==> src/rtl/cpu_sequencer.sv <==
// Fetch/execute sequencer: T-state counter, program counter and instruction register,
// with memory wait-state stall and a RUN/HALTED run-control state.
module cpu_sequencer #(
  parameter int                ADDR_W    = 16,
  parameter int                T_W       = 3,
  parameter int                T_MAX     = 7,
  parameter int                FETCH_T   = 2,
  parameter logic [ADDR_W-1:0] RESET_VEC = '0
) (
  input  logic              clk,
  input  logic              reset,
  input  logic [ADDR_W-1:0] bus_in,
  input  logic              ii,
  input  logic              rt,
  input  logic              pp,
  input  logic              jmp,
  input  logic              mem_req,
  input  logic              mem_ready,
  input  logic              halt,
  input  logic              run,
  output logic [T_W-1:0]    t,
  output logic [ADDR_W-1:0] pc,
  output logic [ADDR_W-1:0] ir,
  output logic              fetch,
  output logic              stall,
  output logic              halted
);

  typedef enum logic {
    RUN    = 1'b0,
    HALTED = 1'b1
  } state_t;

  localparam logic [T_W-1:0] T_LAST  = T_W'(T_MAX);
  localparam logic [T_W-1:0] T_FETCH = T_W'(FETCH_T);

  state_t            state, state_next;
  logic [T_W-1:0]    t_next;
  logic [ADDR_W-1:0] pc_next, ir_next;

  // A halted sequencer never waits on memory, so stall is qualified by RUN.
  assign stall  = mem_req & ~mem_ready & (state == RUN);
  assign fetch  = (t < T_FETCH);
  assign halted = (state == HALTED);

  // NOTE: every next-state signal gets its hold value first, so no path leaves it unassigned (no latch).
  always_comb begin
    state_next = state;
    t_next     = t;
    pc_next    = pc;
    ir_next    = ir;
    unique case (state)
      RUN: begin
        if (!stall) begin
          if (ii) ir_next = bus_in;
          if (jmp)     pc_next = bus_in;
          else if (pp) pc_next = pc + ADDR_W'(1);
          // Halt parks the counter at T0 so the resumed program starts with a fetch.
          if (rt || halt || t == T_LAST) t_next = '0;
          else                           t_next = t + T_W'(1);
          if (halt) state_next = HALTED;
        end
      end
      HALTED: begin
        if (run) state_next = RUN;
      end
      default: state_next = RUN;
    endcase
  end

  // NOTE: sequential state uses non-blocking assignments so all registers update from pre-edge values.
  always_ff @(posedge clk or posedge reset) begin
    if (reset) begin
      state <= RUN;
      t     <= '0;
      pc    <= RESET_VEC;
      ir    <= '0;
    end else begin
      state <= state_next;
      t     <= t_next;
      pc    <= pc_next;
      ir    <= ir_next;
    end
  end

endmodule

==> config.mk <==
export PLATFORM = sky130hd
export DESIGN_NAME = cpu_sequencer
export DESIGN_NICKNAME = d
export VERILOG_FILES = /design/src/rtl/cpu_sequencer.sv
export SDC_FILE = /design/constraint.sdc
export NUM_CORES = 1
export LEC_CHECK = 0
export BUFFER_PORTS_ARGS = -buffer_cell sky130_fd_sc_hd__buf_4
export CAP_MARGIN = 10
export CORE_UTILIZATION = 49
export CTS_CLUSTER_SIZE = 24
export DETAILED_ROUTE_END_ITERATION = 7
export PLACE_DENSITY_LB_ADDON = 0.05
export RECOVER_POWER = 50
export SYNTH_ARGS = -nofsm -noshare
export SYNTH_HDL_FRONTEND = slang
export SYNTH_SLANG_ARGS = --single-unit
==> constraint.sdc <==
create_clock -name clk -period 1.7 [get_ports clk]
set_input_delay 0.34 -clock clk [delete_from_list [all_inputs] [get_ports clk]]
set_output_delay 0.34 -clock clk [all_outputs]
set_load 0.05 [all_outputs]
======== Yosys cells after proc, flatten, opt, wreduce, memory -nomap -nowiden ========
Cells that the tools add are included.
storage, ports and cells
  flip-flop bits (word level) ............. 36
  bits of input ports ..................... 26
  output and inout bits ................... 38
operators by class
  add/sub/neg operators ................... 2
  $lt $le $gt $ge ......................... 1
  eq/ne operators ......................... 1
  muxes and demuxes ....................... 7
  bitwise logic cells ..................... 5
  reduce and logical (&&, ||, !) cells .... 6
operators by type and width
  operator                                            number
  2-to-1 mux 16 bit                                   2
  adder 16 x 1 -> 16 bit, second input constant       1
  AND reduction 3 bit                                 2
  adder 3 x 1 -> 3 bit, second input constant         1
  == test 3 bit, second input constant                1
  < comparator 3 x 2 -> 1 bit, second input constant  1
  2-to-1 mux 1 bit                                    3
  2-to-1 mux 3 bit                                    1
  NOT 1 bit                                           3
  AND 1 bit                                           2
  logical OR 1 bit                                    2
  case mux 1 bit (2 select lines)                     1
  AND reduction 2 bit                                 1
  nonzero test 2 bit                                  1

======== Logic depth before layout (Yosys ltp) ========
Gate-level depths: netlist of the first run.
  depth in word-level cells ............... 5
  mapped depth ............................ 7

======== Worst setup path before layout of the first run ========
Ideal clock, no wire load.
  path type ............................... register to register
  from .................................... register pc[0]
  to ...................................... register pc[10]
  arrival ................................. 1749 ps
  data required time ...................... 1562 ps
  setup slack ............................. -186 ps
  stages on the path, launching flop included .. 7
  path buffers ............................ 0
  path through ............................ dfrtp_1 -> ha_1 -> nand3_2 -> nor4_2 -> nand3_1 -> o21ai_1 -> a21oi_1
on the way
  longest elaborated chain between the ends .. 3
RTL lines
  item                      RTL line  source
  start: declaration        22        output logic [ADDR_W-1:0] pc,
  start signal: assignment  81        pc <= pc_next;
  adder 16 x 1 -> 16 bit    57        else if (pp) pc_next = pc + ADDR_W'(1);
  2-to-1 mux 16 bit         57
  2-to-1 mux 16 bit         56        if (jmp) pc_next = bus_in;
Every way passes these cells. The select of a mux whose other input is x is not followed.
A chain may end at the register's enable or synchronous reset.

======== Worst setup path after layout of the first run ========
  from .................................... register pc[7]
  to ...................................... register pc[15]
Same word-level chain as after synthesis.

==> summary.md, run 1 <==
| Metric | Value |
|---|---|
| Result of the run | `finished, final reports clean` |
| Top_reg_cell synth | `sky130_fd_sc_hd__dfrtp_1` |
| Clock Pin Slew Worst Setup and Hold Paths | `70 ps` |
| Leakage power total | `1.04 nW` |
| Most instantiated cells after synthesis | `sky130_fd_sc_hd__dfrtp_1 (36), sky130_fd_sc_hd__a21oi_1 (16), sky130_fd_sc_hd__mux2_1 (16)` |
| Highest cell delay on the worst timing path | `470 ps` |
| First-pass GRT wire length | `7100 um` |
| Share of post-route cells with drive strength above 1 | `32.2%` |
| Vias in the first global route | `1503` |
| Headroom to the max-slew limit | `39.9%` |
| Initial Util | `53.1%` |
| Cell Area, Synth | `1840 um2` |
| RSZ-0062 raised after global routing | `false` |
| Final number of max-transition violations | `0` |
| Final RePlAce weighted congestion | `0.862` |
| Post-synthesis register bit count | `36` |
| Hpwl dp | `3150 um` |
| Cell Count Post-Placement | `277` |
| Critical path data arrival time | `1710 ps` |
| Synth unique cells | `44` |
| Endpoints failing setup | `0` |
| Endpoint of the lowest-slack register-to-register path | `pc[15]` |
| Post-synthesis share of cell area spent on full adders, half adders and majority gates | `2.04%` |
| Pin count of the biggest net entering global routing | `37` |
| Period Utilization, post-route | `91.2%` |
| Clock latency of the later-clocked register in the worst-skew pair | `290 ps` |
| Post-CTS setup buffer count | `0` |
| Seq/Total Area, Yosys | `48.9%` |
| Max rail drop VDD | `0.838 mV` |
| Input/output buffers | `63` |
| Number of top-level pins | `64` |
| Number of hold buffers added after cts | `0` |
| First-pass iteration count of the detailed router | `4` |
| Critical path cell sequence | `nand3_1 > nor2_1 > nand4_1 > mux2i_1 > a21oi_1` |
| Final cell count without fillers | `285` |
| H-tree depth | `2` |
| Remaining design rule violation count | `0` |
| Proportion of synthesized area in mux cells | `12.0%` |
| Die height | `63.3 um` |
| Critical Path Slowest Stage Cell | `sky130_fd_sc_hd__dfrtp_1` |
| Min-Delay Path Class | `in2reg` |
| Die area | `4010 um2` |
| Compound-cell area share of the yosys netlist | `18.0%` |
| Antenna cell count | `0` |
| Routed wire length | `4320 um` |
| Clock net sink count | `36` |
| Number of rows created at floorplan | `21` |
| Startpoint Class | `flop` |
| Vias per cell | `5.65` |
| Total Routing Usage GR | `23.1%` |
| Total clock buffers created by CTS | `5` |
| Critical Path End | `pc[15]` |
| Sum of negative setup slack | `0 ps` |
| Worst path required time | `1860 ps` |
| Total via count in the routed design | `1610` |
| Largest family of logic cells by synthesized area | `compound AO/OA/AOI/OAI gates` |
| Avg Inst Size Synth | `10.9 um2` |
| Final Hold Fails | `0` |
| P per Cell Area | `1480 nW/um2` |
| Synthesized net count | `198` |
| Fin nets | `267` |
| Worst Setup End Kind | `flop` |
| Number of instances in the synthesized netlist | `169` |
| Post-synthesis xor/xnor area fraction | `0%` |
| Drt wl/cell | `15.2 um` |
| Ranking of synthesized cells by area | `sky130_fd_sc_hd__dfrtp_1 (49%), sky130_fd_sc_hd__mux2_1 (9.8%), sky130_fd_sc_hd__a21oi_1 (4.3%), sky130_fd_sc_hd__o21ai_1 (2.4%), sky130_fd_sc_hd__nand2_1 (2.4%)` |
| Reg-to-Reg Start | `pc[7]` |
| Final critical-path required period | `1550 ps` |
| Transition time of the tightest slew-check pin | `902 ps` |
| Start point of the critical path | `pc[7]` |
| Cell type with the largest total area after synthesis | `sky130_fd_sc_hd__dfrtp_1` |
| Worst Reg-to-Reg Cells | `5` |
| Number of enable flip-flop cells after synthesis | `0` |
| Highest attainable clock frequency | `645 MHz` |
| Count of yosys warnings during synthesis | `0` |
| Dominant cell by count in the synthesized netlist | `sky130_fd_sc_hd__dfrtp_1` |
| Resized cells post-CTS | `0` |
| Placeable core region | `3470 um2` |
| Total of max-cap violations | `0` |
| Clock tree from TritonCTS | `done` |
| Post-synthesis simple-gate area fraction | `16.0%` |
| Die W | `63.3 um` |
| Share of the synthesized area in the top cell type | `48.9%` |
| First-iteration detailed-routing DRC count | `97` |
| DRT antenna net count | `0` |
| Post-route clock skew | `5.94 ps` |
| Largest driver fanout on the critical path | `7` |
| Library cell used as clock root buffer | `sky130_fd_sc_hd__clkbuf_8` |
| Kind of critical path | `reg2reg` |
| Bufs on Longest Clock Path | `2` |
| Layout Area Growth over Synthesis | `30.6%` |
| Register-to-register setup slack | `150 ps` |
| Remaining global-route overflow | `0` |
| Share of synthesized flip-flops with an asynchronous set or reset | `100%` |
| Number of antenna violations at the first check in global routing | `0` |
## sequential cells by signal, summed over array words and instances (netlist names)
register  flops
pc           16
t             3
halted        1
ir           16
## per-stage QoR
| stage | power, mW | hold slack, ps | setup WS [ps] | area (um2) | utilization (%) |
|---|---|---|---|---|---|
| after floorplan | 2.44 | 433 | 3.55 | 1850 | - |
| after global placement | 2.96 | 469 | 173 | 2380 | 68.5 |
| after detailed placement | 3.00 | 478 | 114 | 2380 | 68.5 |
| after CTS | 3.66 | 167 | 169 | 2480 | 71.4 |
| after global routing | 3.73 | 220 | 30.0 | 2410 | 69.4 |
| final | 3.56 | 223 | 150 | 2410 | 69.4 |
## how the worst min path moves through the flow
stage,end,startpoint,depth (start not counted),slack (ps)
floorplan,halted,run,1,430
global placement,ir[4],reset,3,470
detailed placement,ir[0],reset,3,480
CTS,ir[11],reset,3,170
global route,halted,run,2,220
finish,halted,run,2,220
## placed cells by master (no fill, tap or decap), types with 4 or more instances in the layout
cell type,netlist,final
sky130_fd_sc_hd__nand3_1,5,5
sky130_fd_sc_hd__dfrtp_1,36,33
sky130_fd_sc_hd__o21ai_1,9,9
sky130_fd_sc_hd__nand2_1,12,12
sky130_fd_sc_hd__buf_4,2,48
sky130_fd_sc_hd__clkbuf_8,0,7
sky130_fd_sc_hd__nor2_1,11,11
sky130_fd_sc_hd__o21ai_0,4,4
sky130_fd_sc_hd__mux2_1,16,16
sky130_fd_sc_hd__clkbuf_1,2,19
sky130_fd_sc_hd__a21oi_1,16,16
sky130_fd_sc_hd__o22ai_1,7,7
## metal layers
layer  vias to the layer above  GRT usage [%]  part of all wire [%]
li1                        768              -                     -
met1                       761           30.7                    44
met2                        71           36.0                    48
met3                        10           4.53                   6.3
met4                         0           11.1                   2.1
met5                         -              0                     0
## power by group
part           internal [mW]  leakage, nW  total, mW  switching [mW]
clock network          0.370       0.0515      0.668           0.298
logic                  0.453        0.563       1.60            1.15
registers               1.07        0.426       1.29           0.222
## cells by family (layout without fill, tap and decap cells)
family                     after synthesis  after routing
adders and majority gates                3              3
buffers and inverters                   11             81
and+or+nand+nor                         48             48
AOI/OAI and AO/OA                       51             51
muxes                                   20             20
DFF                                     36             36
## critical path: cells and delay by family, from the launching register on
family / cells / cell delay (ps)
flops: 1 / 470
simple gates: 3 / 690
compound gates: 1 / 80
mux: 1 / 180
## area by class of cell
class                   instances  area, um2
well taps                      46       57.6
inverters                       5       18.8
clock buffers                   8        100
flip-flops and latches         36        905
repair buffers                 68        440
fillers                       283       1060
multi-input cells             122        885
Power figures use the tool's default switching activity.
==> run 2: changes to the inputs <==
--- a/config.mk
+++ b/config.mk
@@ -5,9 +5,10 @@
 export SDC_FILE = /design/constraint.sdc
 export NUM_CORES = 1
 export LEC_CHECK = 0
+export ABC_AREA = 1
 export BUFFER_PORTS_ARGS = -buffer_cell sky130_fd_sc_hd__buf_4
 export CAP_MARGIN = 10
-export CORE_UTILIZATION = 49
+export CORE_UTILIZATION = 50
 export CTS_CLUSTER_SIZE = 24
 export DETAILED_ROUTE_END_ITERATION = 7
 export PLACE_DENSITY_LB_ADDON = 0.05
==> summary.md, run 2 <==
| Metric | Value |
|---|---|
| Resized cells post-CTS | `0` |
| Initial Util | `52.8%` |
| Drt wl/cell | `12.4 um` |
| Input/output buffers | `63` |
| Ranking of synthesized cells by area | `sky130_fd_sc_hd__dfrtp_1 (46%), sky130_fd_sc_hd__nand2_1 (13%), sky130_fd_sc_hd__o21ai_0 (6.9%), sky130_fd_sc_hd__inv_1 (5.5%), sky130_fd_sc_hd__nand3_1 (4.3%)` |
| First-pass GRT wire length | `7660 um` |
| Vias in the first global route | `1719` |
| Clock tree from TritonCTS | `done` |
| Share of the synthesized area in the top cell type | `45.9%` |
| Top_reg_cell synth | `sky130_fd_sc_hd__dfrtp_1` |
| Total clock buffers created by CTS | `5` |
| DRT antenna net count | `0` |
| Number of buffers and inverters on the critical path | `1` |
| Worst hold stages | `2` |
| Die W | `64.6 um` |
| Sum of negative setup slack | `0 ps` |
| Startpoint Class | `flop` |
| Clock net sink count | `36` |
| Final critical-path required period | `1480 ps` |
| Headroom to the max-slew limit | `40.6%` |
| Endpoints failing setup | `0` |
| Antenna cell count | `0` |
| Vias per cell | `5.19` |
| Critical path cell sequence | `ha_1 > nand3_1 > inv_1 > nand2_1 > o21ai_0 > nand3_1 > nand2_1 > nand2_1` |
| Remaining design rule violation count | `0` |
| Cell Area, Synth | `1960 um2` |
| Dominant cell by count in the synthesized netlist | `sky130_fd_sc_hd__nand2_1` |
| Area of all placed cells without fillers | `2480 um2` |
| Post-synthesis simple-gate area fraction | `26.0%` |
| Period Utilization, post-route | `87.2%` |
| Critical path data arrival time | `1670 ps` |
| Critical Path Slowest Stage Cell | `sky130_fd_sc_hd__dfrtp_1` |
| Placeable core region | `3720 um2` |
| Registers with the most flip-flops | `ir x16, pc x16, t x3` |
| Register-to-register setup slack | `220 ps` |
| Bufs on Longest Clock Path | `2` |
| Highest cell delay on the worst timing path | `420 ps` |
| Fin nets | `343` |
| Total via count in the routed design | `1885` |
| Number of antenna violations at the first check in global routing | `0` |
| H-tree depth | `2` |
| Die height | `64.6 um` |
| Placed instance area | `2450 um2` |
| Layout Area Growth over Synthesis | `26.3%` |
| Kind of cell adding the most delay to the critical path | `flip-flops` |
| P per Cell Area | `1500 nW/um2` |
| Die area | `4180 um2` |
| Seq/Total Area, Yosys | `45.9%` |
| Min-Delay Path Class | `in2reg` |
| Total Routing Usage GR | `24.1%` |
| Endpoint of the lowest-slack register-to-register path | `pc[10]` |
| First-pass iteration count of the detailed router | `4` |
| Number of instances in the synthesized netlist | `249` |
| Number of enable flip-flop cells after synthesis | `0` |
| Max rail drop VDD | `0.897 mV` |
| Post-synthesis register bit count | `36` |
| Library cell used as clock root buffer | `sky130_fd_sc_hd__clkbuf_8` |
| Reg-to-Reg Start | `pc[1]` |
| Clock latency of the later-clocked register in the worst-skew pair | `290 ps` |
| Worst Reg-to-Reg Cells | `8` |
| Proportion of synthesized area in mux cells | `4.40%` |
| Number of hold buffers added after cts | `0` |
| First-iteration detailed-routing DRC count | `140` |
| Clock Pin Slew Worst Setup and Hold Paths | `70 ps` |
| Worst Setup End Kind | `flop` |
| Highest attainable clock frequency | `674 MHz` |
| Synthesized net count | `278` |
| Commonest non-fill, non-tap cell in the layout | `sky130_fd_sc_hd__nand2_1` |
| Synth unique cells | `26` |
| Most instantiated cells after synthesis | `sky130_fd_sc_hd__nand2_1 (70), sky130_fd_sc_hd__dfrtp_1 (36), sky130_fd_sc_hd__inv_1 (29)` |
| Leakage power total | `1.29 nW` |
| Share of synthesized flip-flops with an asynchronous set or reset | `100%` |
| Worst path required time | `1890 ps` |
| Cell type with the largest total area after synthesis | `sky130_fd_sc_hd__dfrtp_1` |
| RSZ-0062 raised after global routing | `false` |
| Most common cell on crit path | `sky130_fd_sc_hd__nand2_1` |
| Final RePlAce weighted congestion | `0.908` |
| Post-synthesis xor/xnor area fraction | `0%` |
| Hpwl dp | `3400 um` |
| Post-route clock skew | `9.10 ps` |
| Post-synthesis share of cell area spent on full adders, half adders and majority gates | `1.91%` |
| Final Hold Fails | `0` |
| Compound-cell area share of the yosys netlist | `12.2%` |
| Hold slack final | `239 ps` |
| Post-CTS setup buffer count | `0` |
| Count of yosys warnings during synthesis | `0` |
| Number of rows created at floorplan | `22` |
| Pin count of the biggest net entering global routing | `37` |
| Number of top-level pins | `64` |
| Share of post-route cells with drive strength above 1 | `23.2%` |
| Top library cells by usage in the layout, fill and taps aside | `sky130_fd_sc_hd__nand2_1 (71), sky130_fd_sc_hd__buf_4 (48), sky130_fd_sc_hd__dfrtp_1 (36)` |
| Avg Inst Size Synth | `7.88 um2` |
| Final number of max-transition violations | `0` |
| Remaining global-route overflow | `0` |
| Total of fill cells in the finished design | `341` |
| Result of the run | `finished, final reports clean` |
| Largest family of logic cells by synthesized area | `simple AND/OR/NAND/NOR gates` |
| Kind of critical path | `reg2reg` |
| Worst Min Path Start | `run` |
| Sink of the worst hold path | `halted` |
| Largest driver fanout on the critical path | `5` |
| Routed wire length | `4520 um` |
| Total of max-cap violations | `0` |
| Transition time of the tightest slew-check pin | `891 ps` |
## run 2: cell types whose count changed in the layout (fill, tap and decap cells not counted), sizes merged, moves of 2 or more
| cell | before | now |
|---|---|---|
| nor2 | 13 | 22 |
| mux2 | 17 | 7 |
| a21oi | 17 | 13 |
| o21ai | 14 | 30 |
| nand2 | 14 | 74 |
| a2bb2oi | 3 | 0 |
| nor4 | 4 | 0 |
| nor3 | 3 | 1 |
| nand3 | 7 | 17 |
| mux2i | 3 | 0 |
| a22o | 2 | 0 |
| inv | 4 | 31 |
| clkbuf | 28 | 26 |
| o22ai | 7 | 1 |
## run 2: kinds of logic (layout without fill, tap and decap cells)
group,count (synthesis),after routing
flops,36,36
simple gates,118,118
buf+inv,39,105
mux,7,7
compound gates,46,46
fa+ha+maj,3,3
## run 2: per-stage QoR
step           setup slack, ps  cells  power (mW)  utilization (%)
3_3_place_gp               202    355        3.17             66.0
3_5_place_dp               141    355        3.19             66.0
6_report                   217    363        3.71             66.7
5_1_grt                   2.86    363        3.92             66.7
2_1_floorplan             41.5    249        2.63                -
4_1_cts                    160    363        3.82             68.4
## run 2: routing by layer
layer / track usage [%] / share of wire (%) / vias up
met1: 28.3 / 43 / 886
li1: - / - / 926
met3: 4.75 / 4.8 / 13
met2: 42.1 / 49 / 60
met4: 11.4 / 2.9 / 0
met5: 0 / 0 / -
## run 2: layout make-up
type | instances | area (um2) | area share [%]
sequential | 36 | 901 | 36.4
tap | 48 | 60.1 | 2.42
timing repair buffer | 66 | 433 | 17.5
inverter | 31 | 121 | 4.90
clock buffer | 8 | 90.1 | 3.64
multi-input combinational | 174 | 872 | 35.2
## run 2: worst max-delay path by stage
stage	slack, ps	startpoint	depth (start not counted)	end
2_1_floorplan	40	pc[1]	8	pc[10]
3_3_place_gp	200	mem_req	8	pc[2]
3_5_place_dp	140	mem_req	8	pc[2]
4_1_cts	160	halted	7	pc[2]
5_1_grt	3	pc[0]	8	pc[14]
6_report	220	pc[1]	8	pc[10]
## run 2: worst reg2reg max path: stages, from the launching register on
cell and delay (ps):
sky130_fd_sc_hd__dfrtp_1 420, sky130_fd_sc_hd__ha_1 220, sky130_fd_sc_hd__nand3_1 130, sky130_fd_sc_hd__inv_1 150, sky130_fd_sc_hd__nand2_1 80, sky130_fd_sc_hd__o21ai_0 180, sky130_fd_sc_hd__nand3_1 90, sky130_fd_sc_hd__nand2_1 60
sky130_fd_sc_hd__nand2_1 40
## run 2: power breakdown
part / internal [mW] / switching [mW] / total [mW]
clock: 0.331 / 0.293 / 0.623
sequential: 1.08 / 0.230 / 1.31
combinational: 0.483 / 1.30 / 1.78
total: 1.89 / 1.82 / 3.71
